==> src/rtl/hilo_muldiv_pkg.sv <==
// hilo_muldiv_pkg: op codes, FSM states and op-class helpers
// shared by the HI/LO multiply/divide unit and its divider core.
package hilo_muldiv_pkg;

  typedef enum logic [2:0] {
    MD_MULT  = 3'd0,
    MD_MULTU = 3'd1,
    MD_MADD  = 3'd2,
    MD_MADDU = 3'd3,
    MD_MSUB  = 3'd4,
    MD_MSUBU = 3'd5,
    MD_DIV   = 3'd6,
    MD_DIVU  = 3'd7
  } md_op_e;

  typedef enum logic [2:0] {
    S_IDLE,
    S_MUL,
    S_ACC,
    S_DIV,
    S_DONE
  } md_state_e;

  // Even encodings are the signed flavours.
  function automatic logic is_signed(input logic [2:0] op);
    return ~op[0];
  endfunction

  function automatic logic is_div(input logic [2:0] op);
    return op[2:1] == 2'b11;
  endfunction

  function automatic logic is_acc(input logic [2:0] op);
    return (op[2:1] == 2'b01) | (op[2:1] == 2'b10);
  endfunction

  function automatic logic is_sub(input logic [2:0] op);
    return op[2:1] == 2'b10;
  endfunction

endpackage

==> src/rtl/hilo_muldiv_if.sv <==
// hilo_muldiv_if: execute <-> HI/LO unit bundle. master = execute
// (start/op/operands/hilo/cancel), slave = unit (busy/stall/done/hi/lo/dz).
interface hilo_muldiv_if #(
  parameter int WIDTH = 32
);
  logic               start_i;
  logic [2:0]         op_i;
  logic [WIDTH-1:0]   opa_i;
  logic [WIDTH-1:0]   opb_i;
  logic [2*WIDTH-1:0] hilo_i;
  logic               cancel_i;
  logic               busy_o;
  logic               stallreq_o;
  logic               done_o;
  logic [WIDTH-1:0]   hi_o;
  logic [WIDTH-1:0]   lo_o;
  logic               div_zero_o;

  modport master (
    output start_i, op_i, opa_i, opb_i,
    output hilo_i, cancel_i,
    input  busy_o, stallreq_o, done_o,
    input  hi_o, lo_o, div_zero_o
  );

  modport slave (
    input  start_i, op_i, opa_i, opb_i,
    input  hilo_i, cancel_i,
    output busy_o, stallreq_o, done_o,
    output hi_o, lo_o, div_zero_o
  );
endinterface

==> src/rtl/hilo_div_core.sv <==
// hilo_div_core: restoring radix-2 divider, one quotient bit per cycle.
// Ports: clk, rst, abort_i, start_i, sgn_i, a_i, b_i -> done_o, quo_o, rem_o.
module hilo_div_core #(
  parameter int WIDTH = 32,
  parameter int CNT_W = $clog2(WIDTH + 1)
) (
  input  logic             clk,
  input  logic             rst,
  input  logic             abort_i,
  input  logic             start_i,
  input  logic             sgn_i,
  input  logic [WIDTH-1:0] a_i,
  input  logic [WIDTH-1:0] b_i,
  output logic             done_o,
  output logic [WIDTH-1:0] quo_o,
  output logic [WIDTH-1:0] rem_o
);

  logic [CNT_W-1:0] cnt_q;
  logic             run_q;
  logic             qneg_q;
  logic             rneg_q;
  logic [WIDTH-1:0] rem_q;
  logic [WIDTH-1:0] quo_q;
  logic [WIDTH-1:0] div_q;
  logic [WIDTH-1:0] mag_a;
  logic [WIDTH-1:0] mag_b;
  logic [WIDTH:0]   shift;
  logic [WIDTH:0]   trial;

  assign mag_a = (sgn_i & a_i[WIDTH-1]) ? -a_i : a_i;
  assign mag_b = (sgn_i & b_i[WIDTH-1]) ? -b_i : b_i;

  // Remainder stays below the divisor, so one extra bit
  // suffices; trial[WIDTH] set means the subtract failed.
  assign shift = {rem_q, quo_q[WIDTH-1]};
  assign trial = shift - {1'b0, div_q};

  always_ff @(posedge clk) begin
    if (rst) begin
      cnt_q  <= '0;
      run_q  <= 1'b0;
      qneg_q <= 1'b0;
      rneg_q <= 1'b0;
      rem_q  <= '0;
      quo_q  <= '0;
      div_q  <= '0;
    end else if (abort_i) begin
      run_q <= 1'b0;
    end else if (start_i) begin
      cnt_q  <= CNT_W'(WIDTH);
      run_q  <= 1'b1;
      qneg_q <= sgn_i & (a_i[WIDTH-1] ^ b_i[WIDTH-1]);
      rneg_q <= sgn_i & a_i[WIDTH-1];
      rem_q  <= '0;
      quo_q  <= mag_a;
      div_q  <= mag_b;
    end else if (run_q) begin
      if (cnt_q != '0) begin
        rem_q <= trial[WIDTH] ? shift[WIDTH-1:0]
                              : trial[WIDTH-1:0];
        quo_q <= {quo_q[WIDTH-2:0], ~trial[WIDTH]};
        cnt_q <= cnt_q - CNT_W'(1);
      end else begin
        run_q <= 1'b0;
      end
    end
  end

  assign done_o = run_q & (cnt_q == '0);
  assign quo_o  = qneg_q ? -quo_q : quo_q;
  assign rem_o  = rneg_q ? -rem_q : rem_q;

endmodule

==> src/rtl/hilo_muldiv.sv <==
// hilo_muldiv: multi-cycle MULT/MADD/MSUB/DIV unit producing {HI,LO}.
// Ports: clk, rst, bus (hilo_muldiv_if.slave). Divider: HILO_MULDIV_DIV_EN.
module hilo_muldiv
  import hilo_muldiv_pkg::*;
#(
  parameter int WIDTH = 32,
  parameter int CNT_W = $clog2(WIDTH + 1)
) (
  input logic           clk,
  input logic           rst,
  hilo_muldiv_if.slave  bus
);

  localparam int W2 = 2 * WIDTH;

  if (CNT_W < $clog2(WIDTH + 1)) begin : g_cnt_chk
    $error("CNT_W too narrow for WIDTH");
  end

  md_state_e        state_q;
  md_op_e           op_q;
  logic [WIDTH-1:0] opa_q;
  logic [WIDTH-1:0] opb_q;
  logic [W2-1:0]    hilo_q;
  logic [W2-1:0]    prod_q;
  logic [WIDTH-1:0] hi_q;
  logic [WIDTH-1:0] lo_q;
  logic             done_q;
  logic             dz_q;

  logic             idle;
  logic             accept;
  logic             sgn;
  logic             neg;
  logic [WIDTH-1:0] mag_a;
  logic [WIDTH-1:0] mag_b;
  logic [W2-1:0]    prod_mag;
  logic [W2-1:0]    prod_d;
  logic [W2-1:0]    acc_d;

  assign idle   = state_q == S_IDLE;
  assign accept = idle & bus.start_i & ~bus.cancel_i;

  assign sgn   = is_signed(op_q);
  assign neg   = sgn & (opa_q[WIDTH-1] ^ opb_q[WIDTH-1]);
  assign mag_a = (sgn & opa_q[WIDTH-1]) ? -opa_q : opa_q;
  assign mag_b = (sgn & opb_q[WIDTH-1]) ? -opb_q : opb_q;

  assign prod_mag = W2'(mag_a) * W2'(mag_b);
  assign prod_d   = neg ? -prod_mag : prod_mag;
  assign acc_d    = is_sub(op_q) ? hilo_q - prod_q
                                 : hilo_q + prod_q;

`ifdef HILO_MULDIV_DIV_EN
  logic             dv_start;
  logic             dv_done;
  logic [WIDTH-1:0] dv_quo;
  logic [WIDTH-1:0] dv_rem;

  assign dv_start = accept & is_div(bus.op_i) & (|bus.opb_i);

  hilo_div_core #(
    .WIDTH (WIDTH),
    .CNT_W (CNT_W)
  ) u_div (
    .clk     (clk),
    .rst     (rst),
    .abort_i (bus.cancel_i),
    .start_i (dv_start),
    .sgn_i   (is_signed(bus.op_i)),
    .a_i     (bus.opa_i),
    .b_i     (bus.opb_i),
    .done_o  (dv_done),
    .quo_o   (dv_quo),
    .rem_o   (dv_rem)
  );
`endif

  always_ff @(posedge clk) begin
    if (rst) begin
      state_q <= S_IDLE;
      op_q    <= MD_MULT;
      opa_q   <= '0;
      opb_q   <= '0;
      hilo_q  <= '0;
      prod_q  <= '0;
      hi_q    <= '0;
      lo_q    <= '0;
      done_q  <= 1'b0;
      dz_q    <= 1'b0;
    end else if (bus.cancel_i) begin
      state_q <= S_IDLE;
      done_q  <= 1'b0;
    end else begin
      done_q <= 1'b0;
      unique case (state_q)
        S_IDLE: begin
          if (bus.start_i) begin
            op_q   <= md_op_e'(bus.op_i);
            opa_q  <= bus.opa_i;
            opb_q  <= bus.opb_i;
            hilo_q <= bus.hilo_i;
            if (!is_div(bus.op_i)) begin
              state_q <= S_MUL;
`ifdef HILO_MULDIV_DIV_EN
            end else if (|bus.opb_i) begin
              state_q <= S_DIV;
            end else begin
              hi_q    <= bus.opa_i;
              lo_q    <= '1;
              dz_q    <= 1'b1;
              done_q  <= 1'b1;
              state_q <= S_DONE;
            end
`else
            // No divider: report as div-zero so execute
            // can raise reserved-instruction.
            end else begin
              hi_q    <= '0;
              lo_q    <= '0;
              dz_q    <= 1'b1;
              done_q  <= 1'b1;
              state_q <= S_DONE;
            end
`endif
          end
        end
        S_MUL: begin
          prod_q <= prod_d;
          if (is_acc(op_q)) begin
            state_q <= S_ACC;
          end else begin
            {hi_q, lo_q} <= prod_d;
            dz_q    <= 1'b0;
            done_q  <= 1'b1;
            state_q <= S_DONE;
          end
        end
        S_ACC: begin
          {hi_q, lo_q} <= acc_d;
          dz_q    <= 1'b0;
          done_q  <= 1'b1;
          state_q <= S_DONE;
        end
        S_DIV: begin
`ifdef HILO_MULDIV_DIV_EN
          if (dv_done) begin
            hi_q    <= dv_rem;
            lo_q    <= dv_quo;
            dz_q    <= 1'b0;
            done_q  <= 1'b1;
            state_q <= S_DONE;
          end
`else
          state_q <= S_IDLE;
`endif
        end
        S_DONE:  state_q <= S_IDLE;
        default: state_q <= S_IDLE;
      endcase
    end
  end

  assign bus.busy_o     = ~idle;
  assign bus.stallreq_o = accept | (~idle & (state_q != S_DONE));
  assign bus.done_o     = done_q;
  assign bus.hi_o       = hi_q;
  assign bus.lo_o       = lo_q;
  assign bus.div_zero_o = dz_q;

endmodule

==> src/flat_wrapper.sv <==
// flat-port wrapper written by rule: the top's interface ports become plain ports
module hilo_muldiv_flat import hilo_muldiv_pkg::*;
#(
  parameter int WIDTH = 32,
  parameter int CNT_W = $clog2(WIDTH + 1)
)
  (clk, rst, bus_start_i, bus_op_i, bus_opa_i, bus_opb_i, bus_hilo_i, bus_cancel_i, bus_busy_o, bus_stallreq_o, bus_done_o, bus_hi_o, bus_lo_o, bus_div_zero_o);
  hilo_muldiv_if #(.WIDTH(WIDTH)) bus_i ();
  input logic clk;
  input logic rst;
  input wire logic [$bits(bus_i.start_i)-1:0] bus_start_i;
  input wire logic [$bits(bus_i.op_i)-1:0] bus_op_i;
  input wire logic [$bits(bus_i.opa_i)-1:0] bus_opa_i;
  input wire logic [$bits(bus_i.opb_i)-1:0] bus_opb_i;
  input wire logic [$bits(bus_i.hilo_i)-1:0] bus_hilo_i;
  input wire logic [$bits(bus_i.cancel_i)-1:0] bus_cancel_i;
  output wire logic [$bits(bus_i.busy_o)-1:0] bus_busy_o;
  output wire logic [$bits(bus_i.stallreq_o)-1:0] bus_stallreq_o;
  output wire logic [$bits(bus_i.done_o)-1:0] bus_done_o;
  output wire logic [$bits(bus_i.hi_o)-1:0] bus_hi_o;
  output wire logic [$bits(bus_i.lo_o)-1:0] bus_lo_o;
  output wire logic [$bits(bus_i.div_zero_o)-1:0] bus_div_zero_o;
  assign bus_i.start_i = bus_start_i;
  assign bus_i.op_i = bus_op_i;
  assign bus_i.opa_i = bus_opa_i;
  assign bus_i.opb_i = bus_opb_i;
  assign bus_i.hilo_i = bus_hilo_i;
  assign bus_i.cancel_i = bus_cancel_i;
  assign bus_busy_o = bus_i.busy_o;
  assign bus_stallreq_o = bus_i.stallreq_o;
  assign bus_done_o = bus_i.done_o;
  assign bus_hi_o = bus_i.hi_o;
  assign bus_lo_o = bus_i.lo_o;
  assign bus_div_zero_o = bus_i.div_zero_o;
  hilo_muldiv #(.WIDTH(WIDTH), .CNT_W(CNT_W)) u_core (.clk(clk), .rst(rst), .bus(bus_i));
endmodule
==> config.mk <==
export PLATFORM = sky130hd
export DESIGN_NAME = hilo_muldiv_flat
export DESIGN_NICKNAME = d
export VERILOG_FILES = /design/src/rtl/hilo_muldiv_pkg.sv /design/src/rtl/hilo_muldiv_if.sv /design/src/rtl/hilo_div_core.sv /design/src/rtl/hilo_muldiv.sv /design/src/flat_wrapper.sv
export SDC_FILE = /design/constraint.sdc
export NUM_CORES = 2
export LEC_CHECK = 0
export CAP_MARGIN = 20
export CORE_MARGIN = 2
export CORE_UTILIZATION = 60
export DETAILED_ROUTE_END_ITERATION = 8
export PLACE_DENSITY = 0.75
export RECOVER_POWER = 50
export SETUP_SLACK_MARGIN = 0.3
export SYNTH_ARGS = -nofsm -noshare
export SYNTH_HDL_FRONTEND = slang
export SYNTH_SLANG_ARGS = --single-unit
==> constraint.sdc <==
create_clock -name clk -period 31.7 [get_ports clk]
set_clock_uncertainty 0.05 [all_clocks]
set_input_delay 7.925 -clock clk [delete_from_list [all_inputs] [get_ports clk]]
set_output_delay 7.925 -clock clk [all_outputs]
set_load 0.01 [all_outputs]
==> flow_summary.ini <==
[run_status]
outcome = finished, violations left
violations = capacitance limit, slew limit

[synthesis]
synth_top_family_by_area = adder cells
synth-compound-area-share_pct = 12.2
synthTopCellsByArea = fa_1, dfxtp_1, ha_1, inv_1, nand2_1
avgSynthCellArea_sq_um = 8.11
synth_seq_cells = 264
synth_top_area_share_pct = 35.8
async_flop_share_pct = 0
synth_area_leader_cell = fa_1
synth.area.mux_share_pct = 0.0998
synth_cell_type_count = 95
synth_flop_cell = dfxtp_1
seq_area_frac_synth_pct = 10.5
syn-cell-area_sq_um = 50200
synthCells = 6181
synth-xor-area-share_pct = 5.83
yosys.area_share.simple_pct = 17.8
yosys_warnings = 0
synth_edf_count = 0
synthesis.nets = 7544
synthAdderAreaFrac_pct = 44.1

[cts]
insertion_delay_ps = 600
cts.clk_slew.worst_paths_ps = 60
cts.htree.levels = 2
cts_made_buffers = 34
postCtsHoldBufs = 0
cts_setup_buffers = 0
cts_tree = done
cts.sink_count = 264
cts.repair.resized = 0
clockRootBuffer = clkbuf_16
clockBufferDepth = 3

[grt]
antenna_found_initial = 3
grt_overflow_total = 0
grt_pass1_wl_um = 260000
grt_pass1_vias = 45000
grt_use_total_pct = 39.7
grt_max_degree = 98

[floorplan]
rows = 106
die-area_sq_um = 85900
die_w_um = 293
coreArea_sq_um = 83200
io_pins = 203
die_h_um = 293
initial_core_util_pct = 60.3

[final_layout]
layout.cells.non_filler = 7315
drive_above_1_share_pct = 4.47
multi_input_area_sq_um = 40600
area_growth_pct = 9.32
num_antenna_cells = 0
seqCellArea_sq_um = 5290
layout.nets = 7573
final_util_pct = 65.9
fillers = 7122

[pwr]
p_sw_mw = 0.973
powerDensity_nw_per_um2 = 36.5
p_clk_share_pct = 21.0
vdd_drop_max_mv = 0.0387
comb_power_share_pct = 60.7
power.leakage_nw = 25.3
p_seq_share_pct = 18.3
switching_share_pct = 48.6
internal_power_mw = 1.03
finalPower_mw = 2.00

[critical_path]
path_class = in2out
arrival_ps = 11510
worst_ep_required_time_ps = 23730
crit_path_max_fanout = 59
end_kind = output pin
startpoint_type = primary input

[place]
dp_cells = 7252
gp_congestion = 1.02
dp_hpwl_um = 132000
io_buffers = 202

[route]
vias = 44100
firstDrtPassIters = 6
vias_per_cell = 6.03
wl_per_cell_um = 22.8
drcViolationCount = 0
drt_wl_total_um = 166000
antenna_left = 0
drt-initial-drc-count = 3917

[sta]
worstMarginPinSlew_ps = 4190
setup_viol = 0
hold_ws_ps = 408
timing.fmax_mhz = 51.3
maxSlewViolCount = 366
hold_viol = 0
fin_crit_ps = 19480
post-route-period-util_pct = 61.5
rsz0062_at_grt = false
tns_ps = 0
slew_headroom_pct = -179

[worst_hold_path]
min_path_type = reg2reg

[job]
max-cap-violations = 6
critical path, cell delays in order:
cell             delay [ps]
dlygate4sd3_1           610
nor2_1                  170
nand3_1                1680
nand2_1                 510
clkdlybuf4s50_1         610
kinds of logic (layout without fill, tap and decap cells):
family,Yosys count,in the layout
AND/OR/NAND/NOR,2135,2135
AO/OA/AOI/OAI,959,959
flip-flops,264,264
adder cells (fa/ha/maj),1228,1228
buffers and inverters,1256,1310
XOR/XNOR,334,334
multiplexers,5,5
final cells by class:
cell class              count  area share [%]
clock inverters            14           0.424
clock buffers              47            1.75
repair buffers            328            5.41
flip-flops and latches    264            9.64
inverters                 921            6.31
well taps                1080            2.46
multi-input cells        4661            74.0
placed cells by master, fill, tap and decap left out, drive strengths merged, types with 9 or more instances in the layout:
cell type / n
nor2b: 11
o211ai: 13
inv: 922
nor4: 28
nand2: 919
or3: 28
o21ai: 182
clkbuf: 53
ha: 331
clkdlybuf4s50: 133
nor3: 75
a21oi: 374
dfxtp: 264
and3: 24
o31ai: 28
o221ai: 27
xnor2: 226
a31oi: 33
nand4: 40
o21bai: 12
o41ai: 10
nand2b: 19
or4: 11
o21a: 28
xor2: 108
a211oi: 59
nor2: 855
fa: 897
or2: 18
nand3: 42
a21o: 80
nor3b: 9
buf: 120
dlygate4sd3: 68
a221oi: 26
and2: 27
Yosys cell counts, drive strengths merged, types with 9 or more instances:
cell,number
a211oi,59
a21o,80
a21oi,374
a221oi,26
a31oi,33
and2,27
and3,24
buf,25
clkbuf,310
dfxtp,264
fa,897
ha,331
inv,921
nand2,919
nand2b,19
nand3,42
nand4,40
nor2,855
nor2b,11
nor3,75
nor3b,9
nor4,28
o211ai,13
o21a,28
o21ai,182
o21bai,12
o221ai,27
o31ai,28
o41ai,10
or2,18
or3,28
or4,11
xnor2,226
xor2,108
state kept, by name, indices dropped and copies added (netlist names):
name,cells
u_core.bus.div_zero_o,1
u_core.bus.done_o,1
u_core.bus.hi_o,32
u_core.bus.lo_o,32
u_core.hilo_q,64
u_core.op_q,3
u_core.opa_q,32
u_core.opb_q,32
u_core.prod_q,64
u_core.state_q,3
per-layer routing:
layer	up-vias	part of all wire [%]	wire [um]	GRT usage, %
li1	19500	-	-	-
met1	21700	38	63600	51.0
met2	2407	45	75100	63.1
met3	501	11	18100	9.67
met4	4	5.8	9670	19.0
met5	-	0.018	30	0
per-stage QoR:
stage,worst slack (ps),cell area [sq um]
after floorplan,15190,50200
after global placement,13610,53600
after detailed placement,13630,53700
after CTS,13600,54900
after global routing,11820,54800
final,12220,54800
worst paths after layout:
path / to / cells after the start / startpoint / slack [ps]
min reg2reg: u_core.bus.div_zero_o$_SDFFE_PP0P_ / 2 / u_core.bus.div_zero_o$_SDFFE_PP0P_ / 410
max reg2reg: u_core.bus.hi_o[15]$_SDFFE_PP0P_ / 38 / u_core.opa_q[0]$_SDFFE_PP0P_ / 18140
max: bus_stallreq_o / 5 / bus_cancel_i / 12220
min: u_core.bus.div_zero_o$_SDFFE_PP0P_ / 2 / u_core.bus.div_zero_o$_SDFFE_PP0P_ / 410
power by group through the flow:
stage	Sequential (mW)	Clock [mW]	Combinational [mW]
6_report	0.366	0.421	1.22
3_3_place_gp	0.372	0	1.16
3_5_place_dp	0.373	0	1.17
5_1_grt	0.368	0.438	1.32
4_1_cts	0.366	0.428	1.19
2_1_floorplan	0.365	0	0.795
Power figures use the tool's default switching activity.
